[src/rtl/panel_pkg.sv]
// Shared definitions for the HUB75 panel scan driver.
// Latency: n/a (types, constants and a pure function only).
// Backpressure: n/a.
package panel_pkg;

    // Bit offsets of the colour fields inside an RGB565 word. G starts at
    // bit 6 rather than 5 so that the five plane bits are the top five of G6.
    localparam int R_LSB = 11;
    localparam int G_LSB = 6;
    localparam int B_LSB = 0;

    typedef enum logic [2:0] {
        IDLE,
        SHIFT,
        TAIL,
        BLANK,
        LATCH,
        DISPLAY
    } state_e;

    // Pick bit 'plane' out of each colour field, packed as {R,G,B}.
    function automatic logic [2:0] plane_bits(input logic [15:0] pix,
                                              input logic [3:0]  plane);
        logic [3:0] r_idx;
        logic [3:0] g_idx;
        logic [3:0] b_idx;
        r_idx = 4'(R_LSB) + plane;
        g_idx = 4'(G_LSB) + plane;
        b_idx = 4'(B_LSB) + plane;
        return {pix[r_idx], pix[g_idx], pix[b_idx]};
    endfunction

endpackage

[src/rtl/panel_oe_timer.sv]
// Loadable down-counter that times the OE-active window of one bit plane.
// Latency: i_load sets the count next cycle; o_done is high on the last of i_len busy cycles.
// Backpressure: none; a load always overrides a running count.
// Ports: i_clk/i_rst_n clock and async active-low reset; i_load/i_len start a
//        window of i_len cycles; o_busy high while counting; o_done one-cycle end pulse.
module panel_oe_timer #(
    parameter int CNT_W = 8
) (
    input  logic             i_clk,
    input  logic             i_rst_n,
    input  logic             i_load,
    input  logic [CNT_W-1:0] i_len,
    output logic             o_busy,
    output logic             o_done
);

    logic [CNT_W-1:0] cnt_q;
    logic [CNT_W-1:0] cnt_d;

    always_comb begin
        cnt_d = cnt_q;
        if (i_load) begin
            cnt_d = i_len;
        end else if (cnt_q != '0) begin
            cnt_d = cnt_q - CNT_W'(1);
        end
    end

    always_ff @(posedge i_clk or negedge i_rst_n) begin
        if (!i_rst_n) begin
            cnt_q <= '0;
        end else begin
            cnt_q <= cnt_d;
        end
    end

    assign o_busy = (cnt_q != '0);
    assign o_done = (cnt_q == CNT_W'(1));

endmodule

[src/rtl/panel_scan_driver.sv]
// Scans the dual-bank pixel RAM and drives a HUB75 1/32-scan panel with binary-coded modulation.
// Latency: one plane pass = 2*COLS + 3 + (BASE_OE << plane) cycles; RAM data is used one cycle after o_r_enable.
// Backpressure: none; i_enable low stops scanning at the next plane boundary.
// Ports: o_r_addr/o_r_enable read the RAM ({row,col}); i_bank1/2_data are top/bottom pixels;
//        o_rgb1/o_rgb2, o_panel_clk, o_lat, o_oe_n, o_row drive the panel; o_frame_done pulses per frame.
module panel_scan_driver
    import panel_pkg::*;
#(
    parameter int COLS    = 64,
    parameter int ROW_W   = 5,
    parameter int PLANES  = 5,
    parameter int BASE_OE = 8
) (
    input  logic                           i_clk,
    input  logic                           i_rst_n,
    input  logic                           i_enable,
    output logic [ROW_W+$clog2(COLS)-1:0]  o_r_addr,
    output logic                           o_r_enable,
    input  logic [15:0]                    i_bank1_data,
    input  logic [15:0]                    i_bank2_data,
    output logic [2:0]                     o_rgb1,
    output logic [2:0]                     o_rgb2,
    output logic                           o_panel_clk,
    output logic                           o_lat,
    output logic                           o_oe_n,
    output logic [ROW_W-1:0]               o_row,
    output logic                           o_frame_done
);

    localparam int COL_W   = $clog2(COLS);
    localparam int PLANE_W = (PLANES > 1) ? $clog2(PLANES) : 1;
    localparam int CNT_W   = $clog2(BASE_OE) + PLANES;
    localparam int ADDR_W  = ROW_W + COL_W;

    state_e              state_q;
    logic [ROW_W-1:0]    row_q;
    logic [PLANE_W-1:0]  plane_q;
    logic [COL_W-1:0]    col_q;
    logic                phase_q;

    logic [ADDR_W-1:0]   r_addr_q;
    logic                r_en_q;
    logic [2:0]          rgb1_q;
    logic [2:0]          rgb2_q;
    logic                pclk_q;
    logic                lat_q;
    logic                oe_n_q;
    logic [ROW_W-1:0]    row_out_q;
    logic                frame_done_q;

    logic [COL_W-1:0]    col_nxt;
    logic [ROW_W-1:0]    row_nxt;
    logic [PLANE_W-1:0]  plane_nxt;
    logic                last_plane;
    logic [ROW_W-1:0]    row_adv;
    logic [CNT_W-1:0]    oe_len;
    logic                oe_busy;
    logic                oe_done;

    assign col_nxt    = col_q + COL_W'(1);
    assign row_nxt    = row_q + ROW_W'(1);
    assign plane_nxt  = plane_q + PLANE_W'(1);
    assign last_plane = (plane_q == PLANE_W'(PLANES - 1));
    // Row used by the pass that follows the current DISPLAY.
    assign row_adv    = last_plane ? row_nxt : row_q;
    assign oe_len     = CNT_W'(BASE_OE) << plane_q;

    // Load on the LATCH cycle so the count is live for the first DISPLAY cycle.
    panel_oe_timer #(
        .CNT_W (CNT_W)
    ) u_oe_timer (
        .i_clk   (i_clk),
        .i_rst_n (i_rst_n),
        .i_load  (state_q == LATCH),
        .i_len   (oe_len),
        .o_busy  (oe_busy),
        .o_done  (oe_done)
    );

    always_ff @(posedge i_clk or negedge i_rst_n) begin
        if (!i_rst_n) begin
            state_q      <= IDLE;
            row_q        <= '0;
            plane_q      <= '0;
            col_q        <= '0;
            phase_q      <= 1'b0;
            r_addr_q     <= '0;
            r_en_q       <= 1'b0;
            rgb1_q       <= '0;
            rgb2_q       <= '0;
            pclk_q       <= 1'b0;
            lat_q        <= 1'b0;
            oe_n_q       <= 1'b1;
            row_out_q    <= '0;
            frame_done_q <= 1'b0;
        end else begin
            frame_done_q <= 1'b0;
            unique case (state_q)
                IDLE: begin
                    oe_n_q <= 1'b1;
                    if (i_enable) begin
                        state_q  <= SHIFT;
                        col_q    <= '0;
                        phase_q  <= 1'b0;
                        r_en_q   <= 1'b1;
                        r_addr_q <= {row_q, COL_W'(0)};
                        pclk_q   <= 1'b0;
                    end
                end
                SHIFT: begin
                    if (!phase_q) begin
                        // Read issued this cycle; the panel clock falls.
                        phase_q <= 1'b1;
                        r_en_q  <= 1'b0;
                        pclk_q  <= 1'b0;
                    end else begin
                        // RAM data is valid now; present it and raise the
                        // panel clock on the next cycle to shift it in.
                        rgb1_q <= plane_bits(i_bank1_data, 4'(plane_q));
                        rgb2_q <= plane_bits(i_bank2_data, 4'(plane_q));
                        pclk_q <= 1'b1;
                        if (col_q == COL_W'(COLS - 1)) begin
                            state_q <= TAIL;
                        end else begin
                            col_q    <= col_nxt;
                            phase_q  <= 1'b0;
                            r_en_q   <= 1'b1;
                            r_addr_q <= {row_q, col_nxt};
                        end
                    end
                end
                TAIL: begin
                    state_q   <= BLANK;
                    pclk_q    <= 1'b0;
                    oe_n_q    <= 1'b1;
                    row_out_q <= row_q;
                end
                BLANK: begin
                    state_q <= LATCH;
                    lat_q   <= 1'b1;
                end
                LATCH: begin
                    state_q <= DISPLAY;
                    lat_q   <= 1'b0;
                    oe_n_q  <= 1'b0;
                end
                DISPLAY: begin
                    // The !oe_busy term only guards against a stalled timer.
                    if (oe_done || !oe_busy) begin
                        oe_n_q <= 1'b1;
                        if (last_plane) begin
                            plane_q <= '0;
                            row_q   <= row_nxt;
                            if (row_q == '1) begin
                                frame_done_q <= 1'b1;
                            end
                        end else begin
                            plane_q <= plane_nxt;
                        end
                        if (i_enable) begin
                            state_q  <= SHIFT;
                            col_q    <= '0;
                            phase_q  <= 1'b0;
                            r_en_q   <= 1'b1;
                            r_addr_q <= {row_adv, COL_W'(0)};
                            pclk_q   <= 1'b0;
                        end else begin
                            state_q <= IDLE;
                        end
                    end
                end
                default: begin
                    state_q <= IDLE;
                end
            endcase
        end
    end

    assign o_r_addr     = r_addr_q;
    assign o_r_enable   = r_en_q;
    assign o_rgb1       = rgb1_q;
    assign o_rgb2       = rgb2_q;
    assign o_panel_clk  = pclk_q;
    assign o_lat        = lat_q;
    assign o_oe_n       = oe_n_q;
    assign o_row        = row_out_q;
    assign o_frame_done = frame_done_q;

endmodule

[config.mk]
export PLATFORM = sky130hd
export DESIGN_NAME = panel_scan_driver
export DESIGN_NICKNAME = d
export VERILOG_FILES = /design/src/rtl/panel_pkg.sv /design/src/rtl/panel_oe_timer.sv /design/src/rtl/panel_scan_driver.sv
export SDC_FILE = /design/constraint.sdc
export NUM_CORES = 1
export LEC_CHECK = 0
export BUFFER_PORTS_ARGS = -buffer_cell sky130_fd_sc_hd__clkbuf_2
export CAP_MARGIN = 40
export CORE_ASPECT_RATIO = 1.5
export CORE_MARGIN = 10
export CORE_UTILIZATION = 35
export DETAILED_ROUTE_END_ITERATION = 10
export GPL_TIMING_DRIVEN = 0
export PLACE_DENSITY = 0.5
export RECOVER_POWER = 100
export SLEW_MARGIN = 20
export SYNTH_ARGS = -nofsm -noshare
export SYNTH_HDL_FRONTEND = slang
export SYNTH_HIERARCHICAL = 1
export SYNTH_SLANG_ARGS = --single-unit
[constraint.sdc]
create_clock -name i_clk -period 3.55 [get_ports i_clk]
set_input_delay 1.065 -clock i_clk [delete_from_list [all_inputs] [get_ports i_clk]]
set_output_delay 1.065 -clock i_clk [all_outputs]
set_load 0.01 [all_outputs]
Word level (Yosys, flattened, before mapping) --
Cells that the tools add are included.
Operators by class: $add $sub $neg 6, $lt $le $gt $ge 3, equality and inequality tests 16, shift operators 1, multiplexer cells 54, reduce and logical (&&, ||, !) cells 19
Operators by type and width (number):
- $mux W11 | 5
- $pmux W11 S3 | 1
- $mux W6 | 4
- $mux W1 | 23
- $pmux W3 S6 | 1
- $pmux W6 S3 | 1
- $bmux W1 S4 | 4
- $mux W8 | 2
- $mux W3 | 5
- $ne A2 B2 Y1 const B | 6
- $lt A4 B5 Y1 const B | 2
- $reduce_and A2 Y1 | 5
- $eq A3 B3 Y1 const B | 3
- $pmux W1 S3 | 3
- $eq A8 B1 Y1 const B | 1
- $reduce_and A4 Y1 | 2
- $reduce_bool A8 Y1 | 1
- $shl A4 B3 Y8 const A | 1
- $sub A8 B1 Y8 const B | 1
- $add A6 B1 Y6 const B | 1
- $bmux W1 S3 | 2
- $eq A3 B2 Y1 const B | 2
- $eq A6 B6 Y1 const B | 1
- $reduce_and A6 Y1 | 1
- 19 further kinds | 21
Storage, ports and cells: register bits after elaboration 53, input bits 35, output and inout port bits 27, word-level logic and storage cells 114

Longest topological paths before layout --
word-level depth 5, mapped depth 10

By module --
The synthesis kept the hierarchy.
By module, submodules not included:
- panel_scan_driver | times used 1, cells an instance 242, area an instance 2850.2 um2
- panel_oe_timer | times used 1, cells an instance 59, area an instance 529.3 um2

Worst setup path after synthesis --
Ideal clock, no wire load.
path type register -> register, from reg u_oe_timer.cnt_q[0], to reg r_addr_q[10], in the netlist o_r_addr[10], library setup time 0.125 ns, data arrival time 2.529 ns, data required time 3.425 ns, setup slack 0.897 ns, cell stages (with the launch flop) 11, period minus slack after synthesis 2.653 ns, cells stage by stage dfrtp_1 -> inv_1 -> ha_1 -> or4b_1 -> nor2_1 -> inv_1 -> nor2b_1 -> o21ai_0 -> o211a_1 -> buf_6 -> mux2_2
Between the ends: cells in the longest elaborated chain, start to end 5, elaborated cells between the ends (all ways) 6
RTL lines:
- start: declaration | line panel_oe_timer.sv:17 | logic [CNT_W-1:0] cnt_q;
- start signal: assignment | line panel_oe_timer.sv:33 | cnt_q <= cnt_d;
- $reduce_bool A8 Y1 | line panel_oe_timer.sv:37 | assign o_busy = (cnt_q != '0);
- net oe_busy | line panel_scan_driver.sv:57 | logic oe_busy;
- $logic_not A1 Y1 | line panel_scan_driver.sv:149 | if (oe_done || !oe_busy) begin
- $logic_or A1 B1 Y1 | line panel_scan_driver.sv:149
- $ne A2 B2 Y1 (no line)
- $reduce_and A6 Y1 (no line)
- end signal: assignment | line panel_scan_driver.sv:106 | r_addr_q <= {row_q, COL_W'(0)};
- end signal: assignment | line panel_scan_driver.sv:128 | r_addr_q <= {row_q, col_nxt};
- end signal: assignment | line panel_scan_driver.sv:165 | r_addr_q <= {row_adv, COL_W'(0)};
- end: declaration | line panel_scan_driver.sv:41 | logic [ADDR_W-1:0] r_addr_q;
The timed path passes the listed nets, and every way through them passes these cells. A chain may end at the register's enable or synchronous reset.

Worst setup path after layout --
from reg u_oe_timer.cnt_q[0], to reg r_addr_q[6], in the netlist o_r_addr[6]
Same word-level chain as after synthesis.

==> flow_metrics.env <==
export IMPL_final_cells=486
export IMPL_fillerInstances=956
export IMPL_ant_nets=0
export IMPL_cp_buffers_inverters=3
export IMPL_cts_buffers_inserted=5
export IMPL_crit_path_end="o_r_addr[6]"
export IMPL_syn_to_final_growth_pct=17.5
export IMPL_path_max_fanout=10
export IMPL_die_w_um=100
export IMPL_die_area_sq_mm=0.0141
export IMPL_ys_warn_count=6
export IMPL_startpoint="u_oe_timer/cnt_q[0]"
export IMPL_final_cell_mix="dfrtp_1 (52), clkbuf_1 (36), clkbuf_2 (34)"
export IMPL_path_depth=10
export IMPL_clkLatencyLatePin_ns=0.30
export IMPL_ys_flop_type="dfrtp_1"
export IMPL_timing_rr_end="o_r_addr[6]"
export IMPL_cts_hold_buf=0
export IMPL_drive_gt1_frac=0.206
export IMPL_grt_pass1_wl_um=14500
export IMPL_path_cells="inv_1, ha_1, or4b_1, nor2_1, inv_1, nor2b_1, o21ai_0, o211a_1, buf_6, mux2_2"
export IMPL_io_buffers=61
export IMPL_crit_arrival_ns=3.30
export IMPL_synth_cell_types=61
export IMPL_start_util=0.361
export IMPL_cts_max_path_buffers=2
export IMPL_final_common_cell="dfrtp_1"
export IMPL_drv_cap=1
export IMPL_worst_pin_slew_ns=1.49
export IMPL_worst_ep_required_time_ns=3.74
export IMPL_drc=0
export IMPL_cts_max_level=2
export IMPL_synth_area_sq_mm=0.00338
export IMPL_yosysSeqAreaShare=0.393
export IMPL_hold_class="reg -> reg"
export IMPL_critPathKind="reg -> reg"
export IMPL_synth_top_area_share=0.385
export IMPL_path_common_cell="inv_1"
export IMPL_n_antenna_cell=0
export IMPL_num_vias=2671
export IMPL_cts_tree="built"
export IMPL_cts_resized_gates=0
export IMPL_grt_usage=0.126
export IMPL_p_per_area_mw_per_mm2=579
export IMPL_grt_pass1_vias=2831
export IMPL_finalWirelength_um=8510
export IMPL_firstDrtPassIters=4
export IMPL_peakVddDrop_mv=0.302
export IMPL_overflow=0
export IMPL_layout_min_cycle_time_ns=3.11
export IMPL_r2r_start="u_oe_timer/cnt_q[0]"
export IMPL_synth_avg_cell_area_sq_um=11.2
export IMPL_slew_headroom=0.00729
export IMPL_fin_crit_sh=0.877
export IMPL_violations="max-capacitance violations"
export IMPL_cts_sinks=53
export IMPL_finalPower_uw=2300
export IMPL_die_h_um=140
export IMPL_cts_setup_buffers=0
export IMPL_fin_nets=423
export IMPL_ys_top_cells_by_area="dfrtp_1 (39%), mux4_1 (8.6%), ha_1 (5.6%)"
export IMPL_worst_setup_path_end_kind="register"
export IMPL_placedCellCount=477
export IMPL_place_congestion=0.824
export IMPL_r2r_slack_ns=0.44
export IMPL_synth_edf_count=0
export IMPL_pin_count=62
export IMPL_r2r_cells=10
export IMPL_synthArstFlopShare=1.00
export IMPL_grt_max_degree=28
export IMPL_startpoint_type="register"
export IMPL_cts_root_buf="clkbuf_16"
export IMPL_synth_top_cell_by_area="dfrtp_1"
export IMPL_synth_seq_cells=53
export IMPL_run_status="finished, violations left"
export IMPL_setup_viol=0
export IMPL_antenna_found_initial=0
export IMPL_rows=43
export IMPL_holdWs_ns=0.497
export IMPL_slowest_stage="or4b_1"
export IMPL_syn_inst=301
export IMPL_path_clk_slew_ns=0.07
export IMPL_avgViaCountPerCell=5.50
export IMPL_fin_tns_setup_ns=0
export IMPL_hold_viol_final=0
export IMPL_rsz0062_at_grt="false"
export IMPL_slew_viol_final=0
export IMPL_fmax_ghz=0.321
export IMPL_wire_per_inst_um=17.5
export IMPL_crit_path_max_incr_delay_ns=0.54
export IMPL_skew_ns=0.00807
export IMPL_core_area_sq_mm=0.00936
export IMPL_leakagePower_uw=0.00177
export IMPL_crit_family="simple AND/OR/NAND/NOR gates"
export IMPL_first_iter_violations=97
export IMPL_hpwl_um=6740
## kinds of logic (layout without fill, tap and decap cells)
logic type | after synthesis | count (layout) | share of synthesized area
AOI/OAI and AO/OA | 65 | 65 | 0.133
xor gates and xnor gates | 12 | 12 | 0.0311
adders and majority gates | 15 | 15 | 0.0555
buffers and inverters | 29 | 100 | 0.0403
DFF | 53 | 53 | 0.393
muxes | 44 | 44 | 0.217
other | 1 | 3 | 0.00111
and+or+nand+nor | 82 | 82 | 0.130
## sequential cells by signal, indices dropped and copies added (netlist names)
name,cells
o_rgb2,3
o_oe_n,1
o_lat,1
row_q,5
state_q,3
col_q,6
plane_q,3
o_rgb1,3
phase_q,1
o_r_enable,1
u_oe_timer/cnt_q,8
o_panel_clk,1
o_r_addr,11
o_row,5
o_frame_done,1
## Yosys cell counts (3+ instances only)
library cell / n
a211oi_1: 5
a21oi_1: 6
a221oi_1: 3
a22o_1: 5
a31oi_1: 4
and3_1: 3
buf_2: 3
clkbuf_1: 4
dfrtp_1: 52
ha_1: 15
inv_1: 17
mux2_2: 16
mux2i_1: 9
mux4_1: 11
mux4_2: 7
nand2_1: 23
nand3_1: 10
nor2_1: 12
nor2b_1: 6
nor3_1: 9
o21ai_0: 18
o31ai_1: 4
or3_1: 3
xnor2_1: 5
xor2_1: 7
## power breakdown
| part | internal, uW | leakage [uW] | total, uW | switching, uW |
|---|---|---|---|---|
| logic | 353 | 0.00101 | 801 | 448 |
| clock network | 334 | 0.0000800 | 570 | 236 |
| registers | 775 | 0.000682 | 927 | 153 |
## worst register-to-register path, cell delays in order, from the launching register on
cell     delay [ns]
dfrtp_1        0.44
inv_1          0.13
ha_1           0.18
or4b_1         0.54
nor2_1         0.27
inv_1          0.09
nor2b_1        0.21
o21ai_0        0.37
o211a_1        0.27
buf_6          0.17
mux2_2         0.34
## layer usage
metal,vias up,part of all wire,GRT usage
met5,-,0,0
met4,0,0.024,0.0560
met3,13,0.051,0.0310
met2,68,0.51,0.211
met1,1307,0.42,0.145
li1,1283,-,-
## worst min path at each step
| stage | cells past startpoint | slack (ns) | to | startpoint |
|---|---|---|---|---|
| floorplan | 1 | 0.48 | o_r_addr[0] | col_q[0] |
| global placement | 2 | 0.47 | o_rgb2[0] | o_rgb2[0] |
| detailed placement | 1 | 0.49 | o_r_addr[0] | o_r_addr[0] |
| CTS | 1 | 0.51 | o_r_addr[0] | o_r_addr[0] |
| global route | 2 | 0.52 | o_rgb1[1] | o_rgb1[1] |
| finish | 2 | 0.50 | o_rgb2[0] | o_rgb2[0] |
## area by class of cell
class	instances	area, sq um	area share
Tap cell	112	140	0.0353
Clock buffer	5	125	0.0315
Inverter	17	63.8	0.0161
Sequential cell	53	1330	0.334
Buffer	12	61.3	0.0154
Clock inverter	3	46.3	0.0117
Timing Repair Buffer	63	288	0.0725
Multi-Input combinational cell	221	1920	0.483
## through the flow
| step | utilization | setup WS (ns) | instance area [sq um] |
|---|---|---|---|
| 3_3_place_gp | 0.409 | 0.390 | 3830 |
| 6_report | 0.424 | 0.438 | 3970 |
| 4_1_cts | 0.430 | 0.398 | 4030 |
| 5_1_grt | 0.424 | 0.0723 | 3970 |
| 2_1_floorplan | - | 0.897 | 3390 |
| 3_5_place_dp | 0.412 | 0.417 | 3850 |
Power figures use the tool's default switching activity.
